===== config.mk =====
export PLATFORM = sky130hd
export DESIGN_NAME = icache_refill_ctrl
export DESIGN_NICKNAME = d
export VERILOG_FILES = /design/src/rtl/icache_refill_ctrl.sv
export SDC_FILE = /design/constraint.sdc
export NUM_CORES = 1
export LEC_CHECK = 0
export CAP_MARGIN = 20
export CORE_UTILIZATION = 64
export CTS_BUF_LIST = sky130_fd_sc_hd__clkbuf_2 sky130_fd_sc_hd__clkbuf_4 sky130_fd_sc_hd__clkbuf_8
export DETAILED_ROUTE_END_ITERATION = 8
export DONT_BUFFER_PORTS = 1
export GPL_TIMING_DRIVEN = 0
export PLACE_DENSITY_LB_ADDON = 0.12
export SLEW_MARGIN = 20
export SYNTH_ARGS = -nofsm -noshare
export SYNTH_HDL_FRONTEND = slang
export SYNTH_SLANG_ARGS = --single-unit

===== constraint.sdc =====
create_clock -name clk_core -period 2.23 [get_ports clk_core]
set_clock_uncertainty 0.2 [all_clocks]
set_input_delay 0.3345 -clock clk_core [delete_from_list [all_inputs] [get_ports clk_core]]
set_output_delay 0.3345 -clock clk_core [all_outputs]
set_load 0.005 [all_outputs]

===== src/rtl/icache_refill_ctrl.sv =====
// icache_refill_ctrl: sequencer for icache CAM writes.
// It has two jobs:
//   - Refill: on a fetch miss, read one aligned line critical word first and
//     write data, tag and flags for each word as it arrives.
//   - Flush: sweep all 1024 CAM entries and clear their tag/flags.
// Only one operation runs at a time. Flush wins over a miss when both are pending in IDLE.
module icache_refill_ctrl #(
  parameter int LINE_WORDS = 4
) (
  input  logic        clk_core,
  input  logic        reset,
  input  logic        miss_req,
  input  logic [26:0] miss_paddr,
  output logic        miss_done,
  input  logic        flush_req,
  output logic        flush_done,
  output logic        busy,
  output logic        mem_read_req,
  output logic [26:0] mem_read_addr,
  input  logic        mem_read_ack,
  input  logic        mem_read_err,
  input  logic [31:0] mem_read_data,
  output logic [9:0]  cam_write_index,
  output logic        cam_write_req_data,
  output logic [31:0] cam_write_data,
  output logic        cam_write_req_tag_flags,
  output logic [16:0] cam_write_tag,
  output logic [1:0]  cam_write_flags
);

  localparam int          OFF_W    = (LINE_WORDS > 1) ? $clog2(LINE_WORDS) : 1;
  localparam logic [26:0] OFF_MASK = 27'(LINE_WORDS - 1);
  localparam logic [9:0]  LAST_IDX = 10'd1023;

  typedef enum logic [2:0] {
    S_IDLE,
    S_FILL,
    S_FILL_DONE,
    S_FLUSH,
    S_FLUSH_DONE
  } state_t;

  state_t             state_q, state_d;
  logic [26:0]        line_q;       // line base word address, offset bits cleared
  logic [OFF_W-1:0]   start_q;      // critical word offset within the line
  logic [OFF_W-1:0]   count_q;      // words already written in this fill
  logic [16:0]        tag_q;
  logic [9:0]         flush_cnt_q;

  logic [OFF_W-1:0]   word_off;
  logic [26:0]        word_addr;
  logic               last_word;

  // The offset wraps modulo the line size, so the fill stays inside the aligned line.
  assign word_off  = start_q + count_q;
  assign word_addr = line_q | ({{(27 - OFF_W){1'b0}}, word_off} & OFF_MASK);
  assign last_word = (count_q == OFF_W'(LINE_WORDS - 1));

  // State register and the per-operation counters and latches.
  always_ff @(posedge clk_core) begin
    // NOTE: sequential state uses non-blocking assignments, so every flop samples pre-edge values.
    if (reset) begin
      state_q     <= S_IDLE;
      line_q      <= '0;
      start_q     <= '0;
      count_q     <= '0;
      tag_q       <= '0;
      flush_cnt_q <= '0;
    end else begin
      state_q <= state_d;
      case (state_q)
        S_IDLE: begin
          if (flush_req) begin
            flush_cnt_q <= '0;
          end else if (miss_req) begin
            line_q  <= miss_paddr & ~OFF_MASK;
            start_q <= miss_paddr[OFF_W-1:0];
            tag_q   <= miss_paddr[26:10];
            count_q <= '0;
          end
        end
        S_FILL: begin
          if (mem_read_ack && !last_word) count_q <= count_q + 1'b1;
        end
        S_FLUSH: begin
          if (flush_cnt_q != LAST_IDX) flush_cnt_q <= flush_cnt_q + 10'd1;
        end
        default: ;
      endcase
    end
  end

  // Next-state logic and output decode from registered state; the fill write also uses ack/data.
  always_comb begin
    // NOTE: every output gets a default first so no path through the case infers a latch.
    state_d                 = state_q;
    miss_done               = 1'b0;
    flush_done              = 1'b0;
    mem_read_req            = 1'b0;
    mem_read_addr           = '0;
    cam_write_index         = '0;
    cam_write_req_data      = 1'b0;
    cam_write_data          = '0;
    cam_write_req_tag_flags = 1'b0;
    cam_write_tag           = '0;
    cam_write_flags         = 2'b00;
    case (state_q)
      S_IDLE: begin
        if (flush_req)     state_d = S_FLUSH;
        else if (miss_req) state_d = S_FILL;
      end
      S_FILL: begin
        mem_read_req  = 1'b1;
        mem_read_addr = word_addr;
        if (mem_read_ack) begin
          cam_write_req_data      = 1'b1;
          cam_write_req_tag_flags = 1'b1;
          cam_write_index         = word_addr[9:0];
          cam_write_data          = mem_read_data;
          cam_write_tag           = tag_q;
          cam_write_flags         = {mem_read_err, 1'b1};
          if (last_word) state_d = S_FILL_DONE;
        end
      end
      S_FILL_DONE: begin
        miss_done = 1'b1;
        state_d   = S_IDLE;
      end
      S_FLUSH: begin
        cam_write_req_tag_flags = 1'b1;
        cam_write_index         = flush_cnt_q;
        if (flush_cnt_q == LAST_IDX) state_d = S_FLUSH_DONE;
      end
      S_FLUSH_DONE: begin
        flush_done = 1'b1;
        state_d    = S_IDLE;
      end
      default: state_d = S_IDLE;
    endcase
  end

  assign busy = (state_q != S_IDLE);

endmodule


# Word level (Yosys, flattened, before mapping)

Cells that the tools add are included.

RAM bits: 0
Bits in latches: 0
Word-level logic and storage cells: 65
Memories kept: 0
Output and inout bits: 94
Register bits: 59
Input bits: 65
ROM bits: 0

Reductions and logical operators: 10
Bitwise operators: 2
Order comparisons: 0
Multiplexer cells: 28
Divide/modulo/power cells: 0
Equality and inequality tests: 16
Add/subtract/negate cells: 3
Shifts and indexed selects: 0
Multiply operators: 0

Operators by type and width:

| operator                                                               | number |
|---|---|
| 32-bit 2-to-1 mux                                                      | 2 |
| 10-bit case mux with 2 select lines                                    | 2 |
| 17-bit 2-to-1 mux                                                      | 2 |
| 10-bit 2-to-1 mux                                                      | 3 |
| 27-bit 2-to-1 mux                                                      | 1 |
| 27-bit by 2-bit bitwise OR with 27-bit output                          | 1 |
| 2-bit != test (second input constant)                                  | 8 |
| 3-bit 2-to-1 mux                                                       | 5 |
| 10-bit by 1-bit adder with 10-bit output (second input constant)       | 1 |
| 10-bit equality test (second input constant)                           | 1 |
| 2-bit 2-to-1 mux                                                       | 5 |
| 10-bit != test (second input constant)                                 | 1 |
| 3-bit case mux with 3 select lines                                     | 1 |
| 4-bit AND reduction                                                    | 2 |
| 3-bit by 2-bit equality test with 1-bit output (second input constant) | 2 |
| 3-bit AND reduction                                                    | 2 |
| 1-bit 2-to-1 mux                                                       | 5 |
| 2-bit case mux with 2 select lines                                     | 1 |
| 2-bit nonzero test                                                     | 2 |
| 3-bit by 1-bit equality test with 1-bit output (second input constant) | 1 |
| 3-bit equality test (second input constant)                            | 1 |
| 3-bit zero test                                                        | 1 |
| 3-bit != test (second input constant)                                  | 1 |
| 3-bit nonzero test                                                     | 1 |
| 7 further kinds                                                        | 7 |

# Depth between registers and ports, before layout

Depth in word-level cells: 5
Mapped depth: 8

# Worst setup path after synthesis

OpenSTA, ideal clock, no wires.

Path kind: register -> output
Start: register state_q[1]
End: output cam_write_index[1]
Arrival: 1.378 ns
Cell stages (with the launch flop): 8
Setup slack: 0.318 ns
Buffers on the path: 2
Cell sequence: dfxtp_1 buf_2 inv_1 and3_2 clkbuf_1 and2_1 nand2_1 a21oi_1

Cells in the longest elaborated chain, start to end: 2

RTL lines:

| what                                                                                                                    | RTL line | RTL |
|---|---|---|
| start, declared                                                                                                         | 43       | `state_t state_q, state_d;` |
| start signal, assigned                                                                                                  | 70       | `state_q <= state_d;` |
| 3-bit by 2-bit equality test with 1-bit output / 3-bit by 1-bit equality test with 1-bit output (equally long branches) | 107      | `case (state_q)` |
| 10-bit case mux with 2 select lines *                                                                                   | 107      |  |
| end, declared                                                                                                           | 23       | `output logic [9:0] cam_write_index,` |

Mark *: on every way between the ends. The rest lies on a longest branch, timed or not.

# Worst setup path after layout

Start: register state_q[1]
End: output cam_write_index[8]

Same word-level chain as after synthesis.

==> flow_summary_export.csv <==
group,metric,value,unit
timing,fmax,461,MHz
clock_network,cts_tree,"yes",
power,seq_power_share,45.8,%
route,wl,6.75,mm
power,p_sw,462,uW
power,p_sw_share,26.5,%
clock_network,cts_root_buf,"clkbuf_8",
critical_path,worstPathRequired,1700,ps
placement,place.gp.congestion,0.923,
yosys,ys_warn_count,0,
clock_network,post-cts-setup-buffers,0,
grt,grt_max_degree,13,
yosys,syn_area,0.00247,sq mm
route,drt-pass1-iter-count,4,
job,drv_cap,0,
critical_path,worstPathMaxFanout,10,
route,drcViolationCount,0,
cells_and_area,nNetsFinal,441,
placement,place_inst,385,
die,die_height,64.1,um
critical_path,critPathLaunchType,"flip-flop",
clock_network,clock_sinks,42,
grt,grt_pass1_wl,10.4,mm
power,irDropWorstVdd,0.514,mV
cells_and_area,final_cells,422,
grt,grt_pass1_vias,2201,
yosys,ys.flop_type,"dfxtp_1",
power,comb_power_share,19.4,%
yosys,synthTopCellsByArea,"dfxtp_1 34%, and2_1 20%, nand2_1 9.4%",
run_status,status,"finished clean",
clock_network,clockBufferDepth,2,
timing,finalHoldViolations,0,
route,vias_per_cell,5.83,
die,rows,22,
critical_path,endpoint_kind,"primary output",
critical_path,crit_arrival,1630,ps
clock_network,clkTransAtPathRegs,80,ps
grt,track_usage,32.5,%
power,p_int,1.28,mW
yosys,ys_types,44,
clock_network,clock_latency,290,ps
critical_path,crit_type,"flip-flop to primary output",
yosys,synth_area_leader_cell,"dfxtp_1",
critical_path,critPathSlowestCell,"and4bb_2",
die,start_util,66.9,%
clock_network,numCtsBuffers,5,
grt,antenna_found_initial,0,
yosys,synth-edff-count,0,
yosys,ys_seq_elements,42,
route,wl_per_cell,16.0,um
placement,dpl-instance-area,0.00253,sq mm
critical_path,cp_top_family,"simple AND/OR/NAND/NOR gates",
placement,hpwl,4.47,mm
timing,setup_viol,0,
route,num_vias,2459,
critical_path,rrSetupSlack,150,ps
critical_path,crit_chain,"buf_4, and4bb_2, buf_2, a22oi_1, nor2_1",
timing,fin_crit_sh,97.3,%
cells_and_area,design_area,0.00298,sq mm
cells_and_area,drive_above_1_share,11.0,%
power,power_leakage,1.15,nW
timing,slew-limit-headroom,64.9,%
timing,tightest_slew,526,ps
clock_network,htreeDepth,2,
timing,fin_crit,2170,ps
critical_path,cp_slowest_stage_delay,380,ps
placement,port-buffer-count,0,
yosys,yosys.area.top_type_share,34.1,%
min_path,hp-class,"input pin to flip-flop",
timing,slew_viol_final,0,
die,ios,159,
yosys,syn_inst,337,
route,antenna_left,0,
die,die-area,0.00411,sq mm
die,core_area,0.00369,sq mm
route,drtIter0Drc,175,
yosys,yosysSeqAreaShare,34.1,%
die,die_w,64.1,um
grt,grt_overflow,0,
power,p_per_area,586,mW/mm^2
yosys,async_flop_share,0,%
cells_and_area,synthToLayoutAreaGrowth,20.6,%
power,clockPowerShare,34.8,%
timing,tns,0,ps
cells_and_area,insertedDiodeCount,0,
yosys,syn_avg_cell_area,7.32,sq um
yosys,syn_nets,405,
critical_path,cp_num_buf_inv,2,
[path summary, 6_finish.rpt]
kind / from / to / cells after the start
max: state_q[1]$_SDFFE_PP0P_ / cam_write_index[8] / 5
min: reset / flush_cnt_q[5]$_SDFFE_PP0P_ / 2
max reg2reg: flush_cnt_q[0]$_SDFFE_PP0P_ / flush_cnt_q[2]$_SDFFE_PP0P_ / 7
min reg2reg: tag_q[4]$_SDFFE_PP0P_ / tag_q[4]$_SDFFE_PP0P_ / 2
[Yosys cell counts, types with 2 or more instances]
library cell	count
a21oi_1	43
a22oi_1	8
a31oi_1	2
and2_1	78
and3_1	4
and4_1	2
buf_2	5
buf_4	2
buf_6	3
clkbuf_1	13
dfxtp_1	42
ha_1	3
inv_1	5
nand2_1	62
nand3_1	7
nand3b_1	2
nand4_1	2
nor2_1	19
nor3_1	4
o21ai_0	2
o21ai_1	4
or2_2	2
xnor2_1	2
[layer usage]
| layer | global-route usage [%] | share of wire (%) |
|---|---|---|
| met1 | 40.5 | 40 |
| met2 | 55.7 | 49 |
| met3 | 7.86 | 8.8 |
| met4 | 8.52 | 2.3 |
| met5 | 0 | 0 |
[placed cells by master, fill, tap and decap left out, types with 2 or more instances in the layout]
cell	netlist	layout
nor3_1	4	4
nor2_1	19	19
nand4_1	2	2
or2_2	2	2
ha_1	3	3
a31oi_1	2	2
nand2_1	62	62
o21ai_0	2	2
buf_6	3	5
inv_1	5	3
clkbuf_1	13	5
clkbuf_8	0	5
buf_2	5	4
dlygate4sd3_1	0	28
clkbuf_2	0	3
clkbuf_4	0	3
o21ai_1	4	4
a21oi_1	43	42
and4_1	2	2
nand3_1	7	7
a22oi_1	8	8
dfxtp_1	42	42
and2_1	78	77
buf_4	2	6
and3_1	4	4
xnor2_1	2	2
nand3b_1	2	2
[power by group through the flow]
| stage | combinational [mW] | clock (mW) | sequential (mW) |
|---|---|---|---|
| after floorplan | 0.214 | 0 | 0.810 |
| after global placement | 0.266 | 0 | 0.814 |
| after detailed placement | 0.271 | 0 | 0.815 |
| after CTS | 0.320 | 0.608 | 0.798 |
| after global routing | 0.371 | 0.650 | 0.803 |
| final | 0.339 | 0.607 | 0.799 |
[stage by stage]
step | utilization (%) | hold slack, ps | power [mW] | worst slack, ps
after floorplan | - | 240 | 1.02 | 318
after global placement | 68.5 | 248 | 1.08 | -95.1
after detailed placement | 68.5 | 255 | 1.09 | -150
after CTS | 79.8 | 23.7 | 1.73 | 20.7
after global routing | 80.7 | 20.9 | 1.82 | -13.2
final | 80.7 | 25.0 | 1.74 | 60.8
[logic make-up after synthesis]
group	synth area share [%]
muxes	0.406
and+or+nand+nor	43.2
AOI/OAI and AO/OA	14.2
buffers and inverters	5.88
adders and majority gates	1.52
DFF	34.1
xor gates and xnor gates	0.710
[area by class of cell]
cell class	count	area [sq um]
clock inverter	1	30.0
clock buffer	7	83.8
sequential	42	841
multi-input combinational	266	1490
inverter	5	21.3
tap	48	60.1
fill	261	713
buffer	24	161
timing repair buffer	29	285
[what timing repair did]
item / 4_1_cts / 5_1_grt
setup endpoints to repair: 58 / 71
hold buffers: 28 / 0
resized for setup: 12 / 20
hold endpoints to repair: 28 / 0
gates cloned: 0 / 1
[sequential cells by signal, indices dropped and copies added, names as in the netlist]
register	cells
count_q	2
flush_cnt_q	10
start_q	2
state_q	3
line_q	9
tag_q	16
(Power assumes the default switching activity.)
